### src/rtl/pwm_multi_core_if.sv
// Configuration and status bundle between the APB register wrapper (master) and pwm_multi_core (slave).
// PWM_ONE_PULSE_EN adds the one_pulse_i configuration signal.
interface pwm_multi_core_if #(
  parameter int unsigned CHNL_NUM   = 4,
  parameter int unsigned CNT_WIDTH  = 16,
  parameter int unsigned PSCR_WIDTH = 16
);
  logic                          en_i;
  logic                          mode_i;
  logic [PSCR_WIDTH-1:0]         pscr_i;
  logic [CNT_WIDTH-1:0]          cmp_i;
  logic [CHNL_NUM*CNT_WIDTH-1:0] crx_i;
  logic [CHNL_NUM-1:0]           pol_i;
  logic                          upd_i;
`ifdef PWM_ONE_PULSE_EN
  logic                          one_pulse_i;
`endif
  logic                          upd_pend_o;
  logic [CNT_WIDTH-1:0]          cnt_o;
  logic                          dir_o;
  logic                          ov_o;
  logic                          busy_o;
  logic [CHNL_NUM-1:0]           pwm_o;

  modport master (
`ifdef PWM_ONE_PULSE_EN
    output one_pulse_i,
`endif
    output en_i, mode_i, pscr_i, cmp_i, crx_i, pol_i, upd_i,
    input  upd_pend_o, cnt_o, dir_o, ov_o, busy_o, pwm_o
  );

  modport slave (
`ifdef PWM_ONE_PULSE_EN
    input  one_pulse_i,
`endif
    input  en_i, mode_i, pscr_i, cmp_i, crx_i, pol_i, upd_i,
    output upd_pend_o, cnt_o, dir_o, ov_o, busy_o, pwm_o
  );
endinterface

### src/rtl/pwm_multi_core.sv
// Multi-channel PWM timer core: prescaled edge/center-aligned counter, shadowed config, registered outputs.
// Optional one-pulse mode is enabled by defining PWM_ONE_PULSE_EN.
module pwm_multi_core #(
  parameter int unsigned CHNL_NUM   = 4,
  parameter int unsigned CNT_WIDTH  = 16,
  parameter int unsigned PSCR_WIDTH = 16
) (
  input logic              clk_i,
  input logic              rst_n_i,
  pwm_multi_core_if.slave  bus
);

  typedef logic [CNT_WIDTH-1:0]  cnt_t;
  typedef logic [PSCR_WIDTH-1:0] pscr_t;
  typedef enum logic {DIR_DOWN = 1'b0, DIR_UP = 1'b1} dir_e;

  logic                mode_a;
  pscr_t               pscr_a;
  cnt_t                cmp_a;
  cnt_t                crx_a [CHNL_NUM];
  logic [CHNL_NUM-1:0] pol_a;

  pscr_t               pscr_cnt;
  cnt_t                cnt, cnt_nxt;
  dir_e                dir, dir_nxt;
  logic                pend, pend_nxt;
  logic                ov;
  logic [CHNL_NUM-1:0] pwm, raw;
  logic                tick, boundary, wrap, load;
  logic                stopped, stop_now;

  always_comb begin
    tick     = bus.en_i & ~stopped & (pscr_cnt == pscr_a);
    pend_nxt = pend | bus.upd_i;
    cnt_nxt  = cnt;
    dir_nxt  = dir;
    boundary = 1'b0;
    // cnt above a freshly shrunk cmp_a is treated as if it sat exactly on cmp_a
    if (cmp_a == '0) begin
      cnt_nxt  = '0;
      dir_nxt  = DIR_UP;
      boundary = 1'b1;
    end else if (!mode_a) begin
      dir_nxt = DIR_UP;
      if (cnt >= cmp_a) begin
        cnt_nxt  = '0;
        boundary = 1'b1;
      end else begin
        cnt_nxt = cnt + cnt_t'(1);
      end
    end else if (dir == DIR_UP) begin
      if (cnt >= cmp_a) begin
        dir_nxt = DIR_DOWN;
        cnt_nxt = cmp_a - cnt_t'(1);
      end else begin
        cnt_nxt = cnt + cnt_t'(1);
      end
    end else begin
      if (cnt == '0) begin
        dir_nxt  = DIR_UP;
        cnt_nxt  = cnt_t'(1);
        boundary = 1'b1;
      end else begin
        cnt_nxt = cnt - cnt_t'(1);
      end
    end
    wrap = tick & boundary;
    load = ~bus.en_i | (wrap & pend_nxt);
  end

  always_comb begin
    raw = '0;
    for (int unsigned k = 0; k < CHNL_NUM; k++) begin
      raw[k] = (cnt < crx_a[k]);
    end
  end

`ifdef PWM_ONE_PULSE_EN
  logic one_pulse_a;

  assign stop_now = wrap & one_pulse_a;

  always_ff @(posedge clk_i or negedge rst_n_i) begin
    if (!rst_n_i) begin
      one_pulse_a <= 1'b0;
      stopped     <= 1'b0;
    end else begin
      if (load) begin
        one_pulse_a <= bus.one_pulse_i;
      end
      if (!bus.en_i) begin
        stopped <= 1'b0;
      end else if (stop_now) begin
        stopped <= 1'b1;
      end
    end
  end
`else
  assign stop_now = 1'b0;
  assign stopped  = 1'b0;
`endif

  always_ff @(posedge clk_i or negedge rst_n_i) begin
    if (!rst_n_i) begin
      mode_a   <= 1'b0;
      pscr_a   <= '0;
      cmp_a    <= '0;
      pol_a    <= '0;
      for (int unsigned k = 0; k < CHNL_NUM; k++) begin
        crx_a[k] <= '0;
      end
      pscr_cnt <= '0;
      cnt      <= '0;
      dir      <= DIR_UP;
      pend     <= 1'b0;
      ov       <= 1'b0;
      pwm      <= '0;
    end else begin
      if (load) begin
        mode_a <= bus.mode_i;
        pscr_a <= bus.pscr_i;
        cmp_a  <= bus.cmp_i;
        pol_a  <= bus.pol_i;
        for (int unsigned k = 0; k < CHNL_NUM; k++) begin
          crx_a[k] <= bus.crx_i[k*CNT_WIDTH +: CNT_WIDTH];
        end
      end
      if (!bus.en_i) begin
        pscr_cnt <= '0;
        cnt      <= '0;
        dir      <= DIR_UP;
        pend     <= 1'b0;
        ov       <= 1'b0;
        pwm      <= bus.pol_i;
      end else begin
        ov   <= wrap;
        pwm  <= raw ^ pol_a;
        pend <= wrap ? 1'b0 : pend_nxt;
        if (tick) begin
          pscr_cnt <= '0;
          // stopping, or loading edge mode, restarts from the boundary state cnt=0
          if (stop_now || (wrap && pend_nxt && !bus.mode_i)) begin
            cnt <= '0;
            dir <= DIR_UP;
          end else begin
            cnt <= cnt_nxt;
            dir <= dir_nxt;
          end
        end else if (!stopped) begin
          pscr_cnt <= pscr_cnt + pscr_t'(1);
        end
      end
    end
  end

  assign bus.upd_pend_o = pend;
  assign bus.cnt_o      = cnt;
  assign bus.dir_o      = (dir == DIR_UP);
  assign bus.ov_o       = ov;
  assign bus.busy_o     = bus.en_i & ~stopped & rst_n_i;
  assign bus.pwm_o      = pwm;

endmodule
### src/flat_wrapper.sv
// flat-port wrapper written by rule: the top's interface ports become plain ports
module pwm_multi_core_flat 
#(
  parameter int unsigned CHNL_NUM   = 4,
  parameter int unsigned CNT_WIDTH  = 16,
  parameter int unsigned PSCR_WIDTH = 16
)
  (clk_i, rst_n_i, bus_en_i, bus_mode_i, bus_pscr_i, bus_cmp_i, bus_crx_i, bus_pol_i, bus_upd_i, bus_upd_pend_o, bus_cnt_o, bus_dir_o, bus_ov_o, bus_busy_o, bus_pwm_o);
  pwm_multi_core_if #(.CHNL_NUM(CHNL_NUM), .CNT_WIDTH(CNT_WIDTH), .PSCR_WIDTH(PSCR_WIDTH)) bus_i ();
  input logic clk_i;
  input logic rst_n_i;
  input wire logic [$bits(bus_i.en_i)-1:0] bus_en_i;
  input wire logic [$bits(bus_i.mode_i)-1:0] bus_mode_i;
  input wire logic [$bits(bus_i.pscr_i)-1:0] bus_pscr_i;
  input wire logic [$bits(bus_i.cmp_i)-1:0] bus_cmp_i;
  input wire logic [$bits(bus_i.crx_i)-1:0] bus_crx_i;
  input wire logic [$bits(bus_i.pol_i)-1:0] bus_pol_i;
  input wire logic [$bits(bus_i.upd_i)-1:0] bus_upd_i;
  output wire logic [$bits(bus_i.upd_pend_o)-1:0] bus_upd_pend_o;
  output wire logic [$bits(bus_i.cnt_o)-1:0] bus_cnt_o;
  output wire logic [$bits(bus_i.dir_o)-1:0] bus_dir_o;
  output wire logic [$bits(bus_i.ov_o)-1:0] bus_ov_o;
  output wire logic [$bits(bus_i.busy_o)-1:0] bus_busy_o;
  output wire logic [$bits(bus_i.pwm_o)-1:0] bus_pwm_o;
  assign bus_i.en_i = bus_en_i;
  assign bus_i.mode_i = bus_mode_i;
  assign bus_i.pscr_i = bus_pscr_i;
  assign bus_i.cmp_i = bus_cmp_i;
  assign bus_i.crx_i = bus_crx_i;
  assign bus_i.pol_i = bus_pol_i;
  assign bus_i.upd_i = bus_upd_i;
  assign bus_upd_pend_o = bus_i.upd_pend_o;
  assign bus_cnt_o = bus_i.cnt_o;
  assign bus_dir_o = bus_i.dir_o;
  assign bus_ov_o = bus_i.ov_o;
  assign bus_busy_o = bus_i.busy_o;
  assign bus_pwm_o = bus_i.pwm_o;
  pwm_multi_core #(.CHNL_NUM(CHNL_NUM), .CNT_WIDTH(CNT_WIDTH), .PSCR_WIDTH(PSCR_WIDTH)) u_core (.clk_i(clk_i), .rst_n_i(rst_n_i), .bus(bus_i));
endmodule
### config.mk
export PLATFORM = sky130hd
export DESIGN_NAME = pwm_multi_core_flat
export DESIGN_NICKNAME = d
export VERILOG_FILES = /design/src/rtl/pwm_multi_core_if.sv /design/src/rtl/pwm_multi_core.sv /design/src/flat_wrapper.sv
export SDC_FILE = /design/constraint.sdc
export NUM_CORES = 1
export LEC_CHECK = 0
export CORE_UTILIZATION = 60
export CTS_BUF_LIST = sky130_fd_sc_hd__clkbuf_8
export CTS_CLUSTER_DIAMETER = 80
export CTS_CLUSTER_SIZE = 8
export DETAILED_ROUTE_END_ITERATION = 10
export DONT_BUFFER_PORTS = 1
export PLACE_DENSITY = 0.88
export REMOVE_ABC_BUFFERS = 1
export SETUP_SLACK_MARGIN = 0.15
export SLEW_MARGIN = 20
export SYNTH_ARGS = -nofsm -noshare
export SYNTH_HDL_FRONTEND = slang
export SYNTH_SLANG_ARGS = --single-unit
### constraint.sdc
create_clock -name clk_i -period 3.4 [get_ports clk_i]
set_clock_uncertainty 0.15 [all_clocks]
set_input_delay 0.68 -clock clk_i [delete_from_list [all_inputs] [get_ports clk_i]]
set_output_delay 0.68 -clock clk_i [all_outputs]
set_load 0.01 [all_outputs]
==> metrics <==
outcome finished, violations left; failing checks hold timing; die area between 0.015 and 0.02 mm²; r2r worst-path depth 11; Slew Limit Fails 0; #FFs+latches synth 140; CP Data Required Time between 3 and 4 ns; Max FO, Critical Path 21; Max IR drop VDD between 0.0003 and 0.0004 V; crit path launch u_core.cmp_a[0]$_DFFE_PN0P_; Worst setup EP type flip-flop; worst hold path class input pin to asynchronous set/reset pin; Root Driver clkbuf_8; Total GRT Usage 0.297; Nets between 1000 and 1500; number of synthesized flops with an enable pin 0; CTS Sinks 140; Slew @ Worst Pin between 0.9 and 1 ns; Post-Syn Area ~0.0094 mm²; FF-to-FF End u_core.cmp_a[5]$_DFFE_PN0P_; H-tree depth reported by CTS 4; average cell area after synthesis between 10 and 15 µm²; Finished Layout Cells approximately 1200; DIE HEIGHT between 100 and 150 µm; Max transition margin 0.395; aggregate global routing overflow 0; Vias/cell between 6 and 7; YS warnings 0; Async S/R FF share, synth 1.00; largest net degree at the start of global routing 142; clk buf depth 2; die width 127 µm; CTS Buf Count 17; First DRT Iteration DRCs just over 600; crit path DAT between 3 and 4 ns; sequential share of the synthesized area 0.371; gpl congestion approximately 1; post-route cell area between 0.01 and 0.015 mm²; Netlist cell types 65; IO Count 129; period utilisation layout 0.919; overall power approximately 3.8 mW; Starting Density 0.618; commonest non-fill, non-tap cell in the layout dfrtp_1; ys flop type dfrtp_1; CP Capture Point u_core.cmp_a[5]$_DFFE_PN0P_; Placeable Area 0.0153 mm²; Routed WL around 23000 µm; antenna violations before repair 1; first-pass GRT wire length ~37000 µm; RSZ-0062 raised after global routing no; final setup fails 0; CTS tree yes; LEAKAGE 5.08 nW; PwrDens between 300 and 400 mW/mm²; clock transition at the registers of the reported paths 0.10 ns; Final min period about 3.1 ns; detailed placement HPWL between 15000 and 20000 µm; commonest non-fill, non-tap cells in the layout dfrtp_1, mux2_4, inv_1, ha_1, nor2_1; f_max about 320 MHz; r2r setup slk approximately 0.27 ns; reg2reg start u_core.cmp_a[0]$_DFFE_PN0P_; later-pin clock latency in the skew report 0.48 ns; first drt pass iteration count 6; vias in the first global route 7359; # DRC 0; Mapped Cells slightly below 900; CP Class flip-flop to flip-flop; Hold Fails Final Rpt between 100 and 150; DP Cell Count between 1000 and 1500; Critical Path Start Type flip-flop; Vias slightly above 7000; share of cells above drive strength 1 0.206; IO Port Bufs 0; Post-DP Area between 0.009 and 0.01 mm²; Max Cap Violations 0; area grow syn2layout 8.17%; row count 45; DR WL/cell around 20 µm; worst hold slack -0.269 ns; number of antenna-violating nets in the routed design 0
registers in the layout, summed over array words and instances (netlist names):
name / flops
u_core.pol_a: 4
u_core.bus.upd_pend_o: 1
u_core.bus.pwm_o: 4
u_core.pscr_cnt: 16
u_core.pscr_a: 16
u_core.bus.ov_o: 1
u_core.crx_a: 64
u_core.cmp_a: 16
u_core.mode_a: 1
u_core.bus.dir_o: 1
u_core.bus.cnt_o: 16
metrics by stage:
stage,util,worst slack [ns],TNS (ns)
after global placement,0.641,0.309,0
after detailed placement,0.641,0.196,0
final,0.669,0.274,0
after floorplan,-,-1.89,-183.68
after CTS,0.666,0.169,0
after global routing,0.668,0.122,0
worst min-delay path by stage:
stage	start	end	depth (start not counted)
6_report	rst_n_i	u_core.crx_a[29]$_DFFE_PN0P_	0
2_1_floorplan	rst_n_i	u_core.bus.cnt_o[0]$_DFFE_PN0P_	0
3_3_place_gp	rst_n_i	u_core.crx_a[13]$_DFFE_PN0P_	0
4_1_cts	rst_n_i	u_core.crx_a[29]$_DFFE_PN0P_	0
5_1_grt	rst_n_i	u_core.crx_a[29]$_DFFE_PN0P_	0
3_5_place_dp	rst_n_i	u_core.crx_a[14]$_DFFE_PN0P_	0
routing by layer:
| layer | global-route usage | up-vias | share of wire |
|---|---|---|---|
| li1 | - | 3260 | - |
| met1 | 0.362 | 3386 | 0.40 |
| met2 | 0.499 | 313 | 0.48 |
| met3 | 0.0695 | 83 | 0.082 |
| met4 | 0.141 | 0 | 0.034 |
| met5 | 0 | - | 0 |
Yosys cell counts (18+ instances only):
cell / number / area [µm²]
dfrtp_1: 139 / 3480
mux2_4: 90 / 1350
ha_1: 82 / 1030
inv_1: 82 / 308
nor2_1: 68 / 255
nand2_1: 50 / 188
xnor2_1: 40 / 350
a21oi_1: 30 / 150
o21ai_0: 27 / 135
nor3_1: 22 / 110
nand4_1: 21 / 131
a21o_1: 20 / 150
nand3_1: 20 / 100
clkbuf_1: 18 / 67.6
worst max-delay path: stages, from the launching register on:
cell	delay, ns
dfrtp_1	0.44
inv_1	0.12
ha_1	0.15
or4b_4	0.49
nor4_4	0.22
nand2_2	0.13
o211ai_4	0.17
o211ai_4	0.13
o21ai_4	0.26
buf_12	0.20
buf_12	0.20
mux2_4	0.31
power breakdown:
part | switching [mW] | internal (mW)
Combinational | 0.229 | 0.299
Clock | 0.748 | 0.599
Sequential | 0.112 | 1.79
cell type report:
cell class	count	area [µm²]
multi-input cells	637	5340
fillers	1147	5050
flip-flops and latches	140	3500
repair buffers	45	397
inverters	84	315
well taps	211	264
clock buffers	17	234
clock inverters	15	149
diodes	2	5.00
timing repair:
| action | in CTS | in global routing |
|---|---|---|
| gates resized for setup | 0 | 5 |
| buffers inserted | 0 | 1 |
| setup endpoints to repair | 0 | 99 |
| endpoints found under the hold margin | 140 | 140 |
cells by family (layout without fill, tap and decap cells):
kind of cell    count (synthesis)  in the layout  share of synthesized area
compound gates                160            160                      0.117
xor+xnor                       51             51                     0.0473
fa+ha+maj                      82             82                      0.109
buf+inv                       116            161                     0.0647
flops                         140            140                      0.371
mux                           106            106                      0.162
other cells                     0              2                          0
simple gates                  238            238                      0.129
No activity file was read; power rests on OpenSTA's default activity.
==> variant, RTL diff (same flow settings) <==
`CHNL_NUM` is set to 4 in 3 places; all go to 8.
--- a/src/rtl/pwm_multi_core_if.sv
+++ b/src/rtl/pwm_multi_core_if.sv
@@ -3,3 +3,3 @@
 interface pwm_multi_core_if #(
-  parameter int unsigned CHNL_NUM   = 4,
+  parameter int unsigned CHNL_NUM   = 8,
   parameter int unsigned CNT_WIDTH  = 16,
--- a/src/rtl/pwm_multi_core.sv
+++ b/src/rtl/pwm_multi_core.sv
@@ -3,3 +3,3 @@
 module pwm_multi_core #(
-  parameter int unsigned CHNL_NUM   = 4,
+  parameter int unsigned CHNL_NUM   = 8,
   parameter int unsigned CNT_WIDTH  = 16,
--- a/src/flat_wrapper.sv
+++ b/src/flat_wrapper.sv
@@ -3,3 +3,3 @@
 #(
-  parameter int unsigned CHNL_NUM   = 4,
+  parameter int unsigned CHNL_NUM   = 8,
   parameter int unsigned CNT_WIDTH  = 16,
Ports: changed (resized bus_crx_i, bus_pol_i and bus_pwm_o); port bits go from 129 to 201. The function was not compared with the original's and may differ.
==> variant against the original RTL <==
  * The run still ends with hold timing left
  * Core utilization is 1.3 points lower
  * Cell count up 41%
  * Total power up 42%
  * Final area grew 41%
  * Sequential cell count increased by 72
  * Wire length increased by 43%
  * Sequential share of layout area rose by 2.6 points
  * Worst setup slack gained 0.025 ns
  * Area after synthesis rose by 43%
  * Clock power increased by 31%
  * Critical endpoint is now u_core.crx_a[28]
  * Largest cell class unchanged
  * Highest routed layer unchanged
==> variant: results (changes against the original RTL) <==
Clock network
  • Number of clock buffers inserted by TritonCTS: 30 (+13)
  • H-Tree Level Count: 1 (-3)
  • Clock slew at reported path FFs: 0.07 ns (-0.03 ns)
  • Clock Latency Late Sink: 0.62 ns (+0.14 ns)

Outcome
  • Status: finished with violations
  • Violated checks: hold timing

Global route
  • Largest net degree at the start of global routing: 214 (+51%)
  • First-pass GRT wire length: 50,500 um (+36%)

Placement
  • Gpl congestion: 0.947 (-2.5%)
  • HPWL Detailed: 23,700 um (+39%)

Setup path
  • Highest fanout seen on the critical path: 34 (+62%)
  • Minimum setup slack among reg-to-reg paths: 0.30 ns (+0.03 ns)

STA
  • Number of endpoints with negative hold slack in the final report: 212 (+53%)
  • Post-Route Hold Slack: -0.388 ns (-0.119 ns)
  • Headroom to the max-slew limit: 31.9% (-7.5 points)

Route
  • DRT Pass-1 Iters: 5 (-1)
  • Ratio of routed vias to standard cells: 6.22 (+1.7%)
  • Overall routed net length: 33,300 um (+43%)

Power and ir drop
  • IR Drop Worst-Case VDD: 0.312 mV (-15%)
  • Leak Pwr: 6.93 nW (+37%)
  • Switching pwr: 0.00143 W (+31%)

Synthesis
  • Mean Syn Cell Area: 10.4 sq um (-1.9%)
  • Synth unique cells: 64 (-1.5%)
  • Sequential-to-total area share from yosys stat: 39.4% (+2.3 points)

Layout
  • Fraction of layout instances using a drive strength above 1: 12.0% (-8.6 points)
-- variant: power by group through the flow --
stage	Combinational [W]	Clock (W)	Sequential, W
2_1_floorplan	0.000551	0	0.00289
3_3_place_gp	0.000635	0	0.00292
3_5_place_dp	0.000681	0	0.00294
4_1_cts	0.000688	0.00182	0.00289
5_1_grt	0.000779	0.00190	0.00292
6_report	0.000698	0.00177	0.00289
-- variant: layout make-up --
class	instances	area, sq um	share of cell area (%)
clock inverters	1	16.3	0.113
inverters	161	604	4.21
diodes	13	32.5	0.227
clock buffers	32	440	3.07
flip-flops and latches	212	5310	37.0
well taps	280	350	2.44
repair buffers	46	400	2.79
multi-input cells	874	7200	50.2
-- variant: worst paths after layout --
path,to,startpoint,cells past startpoint
worst min-delay path,u_core.crx_a[52],rst_n_i,0
worst min register to register,u_core.crx_a[42],u_core.crx_a[42],1
max in group asynchronous,u_core.crx_a[99],rst_n_i,0
worst max-delay path,u_core.crx_a[28],u_core.cmp_a[0],11
min in group clk_i,u_core.crx_a[84],bus_crx_i[36],1
worst max register to register,u_core.crx_a[28],u_core.cmp_a[0],11
-- variant: logic make-up (layout without fill, tap and decap cells) --
family	after synthesis	in the layout	share of synthesized area, %
flip-flops	212	212	39.4
adder cells (fa/ha/maj)	142	142	13.2
XOR/XNOR	54	54	3.51
multiplexers	181	181	15.3
other	0	13	0
AO/OA/AOI/OAI	198	198	9.84
buffers and inverters	213	240	7.11
AND/OR/NAND/NOR	299	299	11.6
-- variant: repair_timing --
item                       CTS  global route
hold endpoints to repair   212           212
setup buffers                0             2
gates resized for setup      0             8
setup endpoints to repair    0           157
-- variant: through the flow --
stage | power (W) | instance area [sq um] | setup TNS (ns)
finish | 0.00536 | 14400 | 0
floorplan | 0.00344 | 13100 | -614.03
CTS | 0.00540 | 14300 | 0
global route | 0.00560 | 14300 | 0
detailed placement | 0.00362 | 13800 | 0
global placement | 0.00356 | 13800 | 0
-- variant: metal layers --
layer | part of all wire [%] | vias to the layer above | track usage [%]
li1 | - | 4654 | -
met1 | 39 | 4879 | 33.9
met2 | 47 | 436 | 46.7
met3 | 9.5 | 103 | 8.68
met4 | 4.7 | 0 | 13.7
met5 | 0 | - | 0
-- variant: worst max-delay path, stage by stage, from the launching register on --
cell and delay [ns]:
sky130_fd_sc_hd__dfrtp_1 0.40, sky130_fd_sc_hd__inv_1 0.15, sky130_fd_sc_hd__ha_1 0.16, sky130_fd_sc_hd__nor4b_1 0.26, sky130_fd_sc_hd__nand4_1 0.19, sky130_fd_sc_hd__and2_2 0.32
sky130_fd_sc_hd__nand2_2 0.09, sky130_fd_sc_hd__nand2_1 0.09, sky130_fd_sc_hd__o31ai_4 0.26, sky130_fd_sc_hd__buf_4 0.22, sky130_fd_sc_hd__clkbuf_16 0.26, sky130_fd_sc_hd__mux2_1 0.37
